## config.mk

```make
export PLATFORM = sky130hd
export DESIGN_NAME = calc_sequencer
export DESIGN_NICKNAME = d
export VERILOG_FILES = /design/src/rtl/calc_sequencer.sv
export SDC_FILE = /design/constraint.sdc
export NUM_CORES = 1
export LEC_CHECK = 0
export BUFFER_PORTS_ARGS = -buffer_cell sky130_fd_sc_hd__buf_4
export CAP_MARGIN = 20
export CORE_MARGIN = 2
export CORE_UTILIZATION = 45
export CTS_BUF_LIST = sky130_fd_sc_hd__clkbuf_4
export DETAILED_ROUTE_END_ITERATION = 8
export SYNTH_ARGS = -nofsm -noshare
export SYNTH_HDL_FRONTEND = slang
export SYNTH_SLANG_ARGS = --single-unit
```

## constraint.sdc

```tcl
create_clock -name clk -period 4.28 [get_ports clk]
set_input_delay 0.428 -clock clk [delete_from_list [all_inputs] [get_ports clk]]
set_output_delay 0.428 -clock clk [all_outputs]
set_load 0.1 [all_outputs]
```

## src/rtl/calc_sequencer.sv

```systemverilog
// calc_sequencer: keypad calculator sequencer with bounded digit entry, iterative mul/div/mod
// and a level key-click tone request held until acknowledged.
module calc_sequencer #(
  parameter int MAX_DIGITS = 3
) (
  input  logic        clk,
  input  logic        reset,
  input  logic [3:0]  num,
  input  logic        num_pressed,
  input  logic [2:0]  opt,
  input  logic        opt_pressed,
  input  logic        submit,
  input  logic        tone_ack,
  output logic [7:0]  operand,
  output logic [15:0] result,
  output logic        result_valid,
  output logic        err,
  output logic        busy,
  output logic        tone_req,
  output logic [3:0]  tone_idx
);
  typedef enum logic [1:0] {ENTER_A, ENTER_B, COMPUTE, DONE} state_t;
  localparam logic [3:0] MAX_D = 4'(MAX_DIGITS);
  localparam logic [2:0] OP_ADD = 3'd0, OP_SUB = 3'd1, OP_MUL = 3'd2, OP_DIV = 3'd3;

  state_t      state_q, state_d;
  logic [7:0]  a_q, a_d, b_q, b_d, sh_q, sh_d, operand_q, operand_d;
  logic [15:0] acc_q, acc_d, result_q, result_d;
  logic [2:0]  op_q, op_d, it_q, it_d;
  logic [3:0]  dig_q, dig_d, tone_idx_q, tone_idx_d;
  logic        err_q, err_d, tone_req_q, tone_req_d, valid_q, valid_d, busy_q, busy_d;

  logic        is_clr, is_sub, is_op, is_dig, dig_ok, ovf, ge, is_mul;
  logic [7:0]  cur, dig_val, rem_n;
  logic [11:0] prod;
  logic [3:0]  dig_cnt;
  logic [15:0] mul_acc;
  logic [8:0]  rem_t;

  // Only the highest-priority event of a cycle is decoded.
  assign is_clr  = opt_pressed && opt >= 3'd5;
  assign is_sub  = submit && !is_clr;
  assign is_op   = opt_pressed && !is_clr && !submit;
  assign is_dig  = num_pressed && !opt_pressed && !submit && num <= 4'd9;

  assign cur     = state_q == ENTER_B ? b_q : a_q;
  assign prod    = {4'd0, cur} * 12'd10 + {8'd0, num};
  assign ovf     = prod > 12'd255;
  assign dig_val = ovf ? 8'hFF : prod[7:0];
  assign dig_ok  = dig_q < MAX_D;
  assign dig_cnt = (cur == 8'd0 && num == 4'd0) ? dig_q : dig_q + 4'd1;

  // Multiply walks the multiplier MSB-first; division is restoring, quotient shifts into sh.
  assign is_mul  = op_q == OP_MUL;
  assign mul_acc = (acc_q << 1) + (sh_q[7] ? {8'd0, a_q} : 16'd0);
  assign rem_t   = {acc_q[7:0], sh_q[7]};
  assign ge      = rem_t >= {1'b0, b_q};
  assign rem_n   = ge ? 8'(rem_t - {1'b0, b_q}) : rem_t[7:0];

  always_comb begin
    state_d    = state_q;
    a_d        = a_q;
    b_d        = b_q;
    op_d       = op_q;
    dig_d      = dig_q;
    acc_d      = acc_q;
    sh_d       = sh_q;
    it_d       = it_q;
    result_d   = result_q;
    err_d      = err_q;
    tone_req_d = tone_req_q && !tone_ack;
    tone_idx_d = tone_idx_q;
    if (state_q != COMPUTE && is_clr) begin
      state_d    = ENTER_A;
      a_d        = 8'd0;
      b_d        = 8'd0;
      op_d       = 3'd0;
      dig_d      = 4'd0;
      it_d       = 3'd0;
      result_d   = 16'd0;
      err_d      = 1'b0;
      tone_req_d = 1'b1;
      tone_idx_d = 4'd15;
    end else begin
      case (state_q)
        ENTER_A, ENTER_B: begin
          if (is_sub) begin
            state_d    = state_q == ENTER_A ? DONE : COMPUTE;
            result_d   = state_q == ENTER_A ? {8'd0, a_q} : result_q;
            acc_d      = 16'd0;
            sh_d       = is_mul ? b_q : a_q;
            it_d       = 3'd0;
            tone_req_d = 1'b1;
            tone_idx_d = 4'd15;
          end else if (is_op) begin
            state_d    = ENTER_B;
            op_d       = opt;
            b_d        = state_q == ENTER_A ? 8'd0 : b_q;
            dig_d      = state_q == ENTER_A ? 4'd0 : dig_q;
            tone_req_d = 1'b1;
            tone_idx_d = {1'b0, opt} + 4'd10;
          end else if (is_dig && dig_ok) begin
            a_d        = state_q == ENTER_A ? dig_val : a_q;
            b_d        = state_q == ENTER_B ? dig_val : b_q;
            dig_d      = dig_cnt;
            err_d      = err_q || ovf;
            tone_req_d = 1'b1;
            tone_idx_d = num;
          end
        end
        COMPUTE: begin
          it_d = it_q + 3'd1;
          if (op_q == OP_ADD || op_q == OP_SUB) begin
            result_d = op_q == OP_ADD ? {8'd0, a_q} + {8'd0, b_q} : {8'd0, a_q} - {8'd0, b_q};
            state_d  = DONE;
          end else if (!is_mul && b_q == 8'd0) begin
            result_d = 16'd0;
            err_d    = 1'b1;
            state_d  = DONE;
          end else begin
            acc_d = is_mul ? mul_acc : {8'd0, rem_n};
            sh_d  = {sh_q[6:0], !is_mul && ge};
            if (it_q == 3'd7) begin
              result_d = is_mul ? mul_acc : op_q == OP_DIV ? {8'd0, sh_q[6:0], ge} : {8'd0, rem_n};
              state_d  = DONE;
            end
          end
        end
        DONE: begin
          if (is_op && result_q[15:8] == 8'd0) begin
            state_d    = ENTER_B;
            a_d        = result_q[7:0];
            b_d        = 8'd0;
            dig_d      = 4'd0;
            op_d       = opt;
            tone_req_d = 1'b1;
            tone_idx_d = {1'b0, opt} + 4'd10;
          end else if (is_op) begin
            err_d = 1'b1;
          end else if (is_dig) begin
            state_d    = ENTER_A;
            a_d        = {4'd0, num};
            dig_d      = num != 4'd0 ? 4'd1 : 4'd0;
            err_d      = 1'b0;
            tone_req_d = 1'b1;
            tone_idx_d = num;
          end
        end
      endcase
    end
    operand_d = state_d == ENTER_B ? b_d : a_d;
    valid_d   = state_d == DONE;
    busy_d    = state_d == COMPUTE;
  end

  always_ff @(posedge clk or negedge reset) begin
    if (!reset) begin
      state_q    <= ENTER_A;
      a_q        <= 8'd0;
      b_q        <= 8'd0;
      op_q       <= 3'd0;
      dig_q      <= 4'd0;
      acc_q      <= 16'd0;
      sh_q       <= 8'd0;
      it_q       <= 3'd0;
      result_q   <= 16'd0;
      err_q      <= 1'b0;
      tone_req_q <= 1'b0;
      tone_idx_q <= 4'd0;
      operand_q  <= 8'd0;
      valid_q    <= 1'b0;
      busy_q     <= 1'b0;
    end else begin
      state_q    <= state_d;
      a_q        <= a_d;
      b_q        <= b_d;
      op_q       <= op_d;
      dig_q      <= dig_d;
      acc_q      <= acc_d;
      sh_q       <= sh_d;
      it_q       <= it_d;
      result_q   <= result_d;
      err_q      <= err_d;
      tone_req_q <= tone_req_d;
      tone_idx_q <= tone_idx_d;
      operand_q  <= operand_d;
      valid_q    <= valid_d;
      busy_q     <= busy_d;
    end
  end

  assign operand      = operand_q;
  assign result       = result_q;
  assign result_valid = valid_q;
  assign err          = err_q;
  assign busy         = busy_q;
  assign tone_req     = tone_req_q;
  assign tone_idx     = tone_idx_q;
endmodule

```

==> Word-level counts from Yosys, hierarchy flattened <==
Index checks and enable logic that the tools add are counted.
{ "classes": {"n_addsub": 8, "multipliers": 1, "order_cmp": 5, "eq_ne": 32, "mux": 98, "n_bitwise": 1, "n_reduce_logical": 39} }
{ "op_table": {"columns": ["op", "count"], "rows": [
  ["8-bit 2-to-1 mux", 25],
  ["16-bit 2-to-1 mux", 8],
  ["4-bit 2-to-1 mux", 16],
  ["15-bit 2-to-1 mux", 4],
  ["8-bit case mux with 2 select lines", 3],
  ["16-bit case mux with 2 select lines", 1],
  ["3-bit inequality test, second input constant", 10],
  ["15-bit case mux with 2 select lines", 1],
  ["8-bit zero test", 3],
  ["4-bit inequality test, second input constant", 6],
  ["1-bit 2-to-1 mux", 18],
  ["2-bit 2-to-1 mux", 9],
  ["3-bit 2-to-1 mux", 6],
  ["16-bit by 8-bit adder with 16-bit output", 1],
  ["4-bit case mux with 2 select lines", 2],
  ["1-bit logical AND", 14],
  ["7-bit AND reduction", 2],
  ["12-bit by 4-bit adder with 12-bit output", 1],
  ["12-bit by 8-bit greater-than comparator with 1-bit output, second input constant", 1],
  ["3-bit case mux with 2 select lines", 2],
  ["4-bit AND reduction", 3],
  ["8-bit by 3-bit multiplier with 11-bit output, second input constant", 1],
  ["5-bit inequality test, second input constant", 2],
  ["8-bit by 8-bit adder with 9-bit output", 1],
  ["30 further kinds", 44]
]} }
{ "totals": {"register_bits": 83, "input_bits": 13, "out_inout_bits": 32, "elab_cells": 199} }

==> Depth between registers and ports, before layout <==
{ "logic_depth": {"depth_word": 13, "depth_mapped": 18} }

==> Least setup slack after synthesis <==
No wires, ideal clock.
{ "synth_timing": {"path_kind": "register -> register", "startpoint": "register state_q[1]", "endpoint": "register operand_q[4] (netlist: operand[4])", "t_arrival_ns": 3.810, "required_ns": 4.144, "path_slack_ns": 0.335, "stages_incl_launch_ff": 18, "n_path_buf": 2, "synth_period_minus_slack_ns": 3.945, "path_cell_list": "dfrtp_1 nor2b_2 buf_4 nor2_1 a21oi_1 inv_1 ha_1 ha_1 fa_1 a211oi_1 nor2_1 a31o_1 a311o_1 a211oi_2 nor2_1 buf_6 o31ai_1 a31oi_1"} }
{ "synth_via": {"elab_chain_len": 13} }
{ "synth_lines": {"columns": ["element", "line", "source"], "rows": [
  ["start, declared", "26", "state_t state_q, state_d;"],
  ["start signal, assigned", "174", "state_q <= state_d;"],
  ["2-bit by 1-bit equality test with 1-bit output", "46, 85, 104", null],
  ["8-bit 2-to-1 mux", "46", "assign cur = state_q == ENTER_B ? b_q : a_q;"],
  ["8-bit by 3-bit multiplier with 11-bit output", "47", "assign prod = {4'd0, cur} * 12'd10 + {8'd0, num};"],
  ["12-bit by 4-bit adder with 12-bit output", "47", null],
  ["12-bit by 8-bit greater-than comparator with 1-bit output", "48", "assign ovf = prod > 12'd255;"],
  ["8-bit 2-to-1 mux", "49", "assign dig_val = ovf ? 8'hFF : prod[7:0];"],
  ["8-bit 2-to-1 mux, on equally long branches", "103, 104", null],
  ["8-bit 2-to-1 mux", "102", "end else if (is_dig && dig_ok) begin"],
  ["8-bit 2-to-1 mux", "95", "end else if (is_op) begin"],
  ["8-bit 2-to-1 mux", "87", "if (is_sub) begin"],
  ["8-bit case mux with 2 select lines", "85", "case (state_q)"],
  ["8-bit 2-to-1 mux", "73", "if (state_q != COMPUTE && is_clr) begin"],
  ["8-bit 2-to-1 mux *", "151", "operand_d = state_d == ENTER_B ? b_d : a_d;"],
  ["via operand_d[4]", "27", "logic [7:0] a_q, a_d, b_q, b_d, sh_q, sh_d, operand_q, operand_d;"],
  ["end signal, assigned", "186", "operand_q <= operand_d;"],
  ["end, declared", "27", null]
]} }
The timed path passes the listed nets; every way through them passes the cells marked *.
A chain may end at the register's enable or synchronous reset.

==> Worst setup path in the final report <==
{ "layout_timing": {"startpoint": "register state_q[0]", "endpoint": "register operand_q[4] (netlist: operand[4])"} }
Same word-level chain as after synthesis.

==> metrics.yaml <==
job:
  cap_violations: 0
critical_path:
  critPathMaxFanout: 11
  cp-end-kind: "flip-flop"
  worst-setup-path-type: "flip-flop to flip-flop"
  startpoint: "state_q[0]$_DFF_PN0_"
  critPathRequiredTime_ps: 4640
  r2r_start: "state_q[0]$_DFF_PN0_"
  arrival_ps: 4390
  start_kind: "flip-flop"
run_status:
  outcome: "complete, no violations"
route:
  drt_iter0_drc: 870
  dr.pass1.iters: 6
  drtAntennaViolNets: 0
  num_vias: 6903
  vias_per_cell: 6.32
  wire_per_inst_microns: 21.8
  drcViolationCount: 0
  wirelength_microns: 23800
synth:
  async_flop_share_pct: 100
  syn_area_per_cell_sq_um: 8.01
  syn-cell-area_sq_um: 6810
  synth_seq_cells: 83
  synth_cells: 850
  synth_edf_count: 0
  yosysWarnings: 0
  synth_seq_area_share_pct: 30.5
  synth_nets: 917
  yosysUniqueCellTypes: 74
  ys.flop_type: "dfrtp_1"
global_route:
  grt_antenna_before_repair: 1
  grt_max_degree: 84
  grt_pass1_vias: 6507
  grt_usage_pct: 29.7
  overflow: 0
  grt_first_pass_wirelength_microns: 37200
timing:
  setup_violations: 0
  fin_crit_sh_pct: 94.3
  drv_slew: 0
  clock_skew_ps: 15.8
  period_needed_ps: 4030
  hold_ws_ps: 236
  final_hold_viol_count: 0
  tightestPinTransition_ps: 952
  slew_headroom_pct: 36.0
  fin_setup_tns_ps: 0
  fmax_mhz: 248
layout:
  final_cell_mix: "117 x nand2_1, 83 x dfrtp_1, 81 x a21oi_1, 79 x buf_4, 71 x nor2_1"
  nNetsFinal: 970
  drive_gt1_share_pct: 13.2
  final_core_util_pct: 52.6
  syn2layout_area_growth_pct: 13.2
  mostFrequentLayoutCell: "nand2_1"
power:
  power_density_nw_per_um2: 915
  power_mw: 7.05
  ir_drop_uv: 499
  p_leak_nw: 3.56
floorplanning:
  start_util_pct: 46.5
  fp.dieW_microns: 127
  coreArea_sq_um: 14600
  die_h_microns: 127
  io_pins: 45
  fp-row-count: 44
  die_area_sq_um: 16100
clock_tree:
  cts_tree: "yes"
  numCtsBuffers: 9
  cts.sinks: 83
  clk_pin_slew_worst_paths_ps: 150
  cts_buffer_depth: 2
  htreeDepth: 3
  cts_root_buf: "clkbuf_4"
  insertion_delay_ps: 470
placement:
  gp_congestion: 0.941
  numPortBuffers: 44
  hpwlAfterDp_microns: 17700
hold_path:
  hold_class: "primary input to flip-flop"
  holdCritStartpoint: "opt[2]"
[area by class of cell]
type / count / area, sq um
fill: 1409 / 6940
multi-input combinational: 685 / 4440
sequential: 83 / 2080
timing repair buffer: 81 / 631
tap: 184 / 230
inverter: 43 / 161
clock inverter: 6 / 88.8
clock buffer: 10 / 75.1
antenna: 1 / 2.50
[per-layer routing]
layer  share of wire, %  GRT usage [%]  up-vias
li1                   -              -     3186
met1                 46           43.9     3316
met2                 44           45.5      356
met4                2.4           8.66        0
met5                  0              0        -
met3                7.8           4.27       45
[cells by family after synthesis]
logic type	Yosys count	share of synthesized area [%]
buffers and inverters	82	4.81
and+or+nand+nor	297	20.4
xor gates and xnor gates	31	3.99
DFF	83	30.5
AOI/OAI and AO/OA	288	27.4
muxes	15	2.39
adders and majority gates	54	10.6
[synth_stat cells (15+ instances only)]
master    instances  area [sq um]
a211oi_1         18           135
inv_1            42           158
nand2_1         117           439
ha_1             48           601
dfrtp_1          83          2080
clkbuf_1         30           113
nor2_1           72           270
a21oi_1          81           405
nor3_1           19          95.1
o21ai_0          62           310
xnor2_1          17           149
and2_1           15          93.8
[worst max-delay path, cell delays in order, from the launching register on]
cell and delay [ps]:
dfrtp_1 410, nor2b_4 260, mux2i_1 340, ha_1 300
ha_1 240, fa_1 430, a211oi_1 250, nor2_1 120
a311oi_1 260, a311o_1 230, and4b_2 360, nor2_1 60
buf_4 190, o31ai_1 320, a31oi_1 140
[power breakdown]
group          internal (mW)  switching (mW)  leakage [nW]
Combinational           1.70            3.45          2.38
Sequential              1.05           0.298          1.09
Clock                  0.245           0.310        0.0846
Total                   2.99            4.06          3.56
[worst paths after layout]
path	depth (start not counted)	slack, ps	endpoint
setup / recovery	14	250	operand[4]$_DFF_PN0_
hold / removal	3	240	op_q[2]$_DFFE_PN0P_
setup reg to reg	14	250	operand[4]$_DFF_PN0_
hold reg to reg	1	510	dig_q[2]$_DFFE_PN0P_
max in group asynchronous	3	3200	result[10]$_DFFE_PN0P_
min in group asynchronous	2	470	dig_q[2]$_DFFE_PN0P_
[state kept, by name, indices dropped and copies added (netlist names)]
name and flops:
a_q 8, acc_q 15, b_q 8, busy 1
dig_q 4, err 1, it_q 3, op_q 3
operand 8, result 16, result_valid 1, sh_q 8
state_q 2, tone_idx 4, tone_req 1
[stage by stage]
stage | instance area [sq um] | setup slack (ps) | instances
after floorplan | 6810 | 335 | 850
after global placement | 7480 | 421 | 1074
after detailed placement | 7480 | 162 | 1074
after CTS | 7640 | 129 | 1090
after global routing | 7710 | -0.366 | 1093
final | 7710 | 245 | 1093
[repair_timing]
action | 4_1_cts | 5_1_grt
hold endpoints to repair | 0 | 39
setup endpoints to repair | 0 | 9
hold buffers | 0 | 1
gates resized for setup | 0 | 6
buffers inserted | 0 | 0
Note: power is estimated with default switching activity, not from simulation.
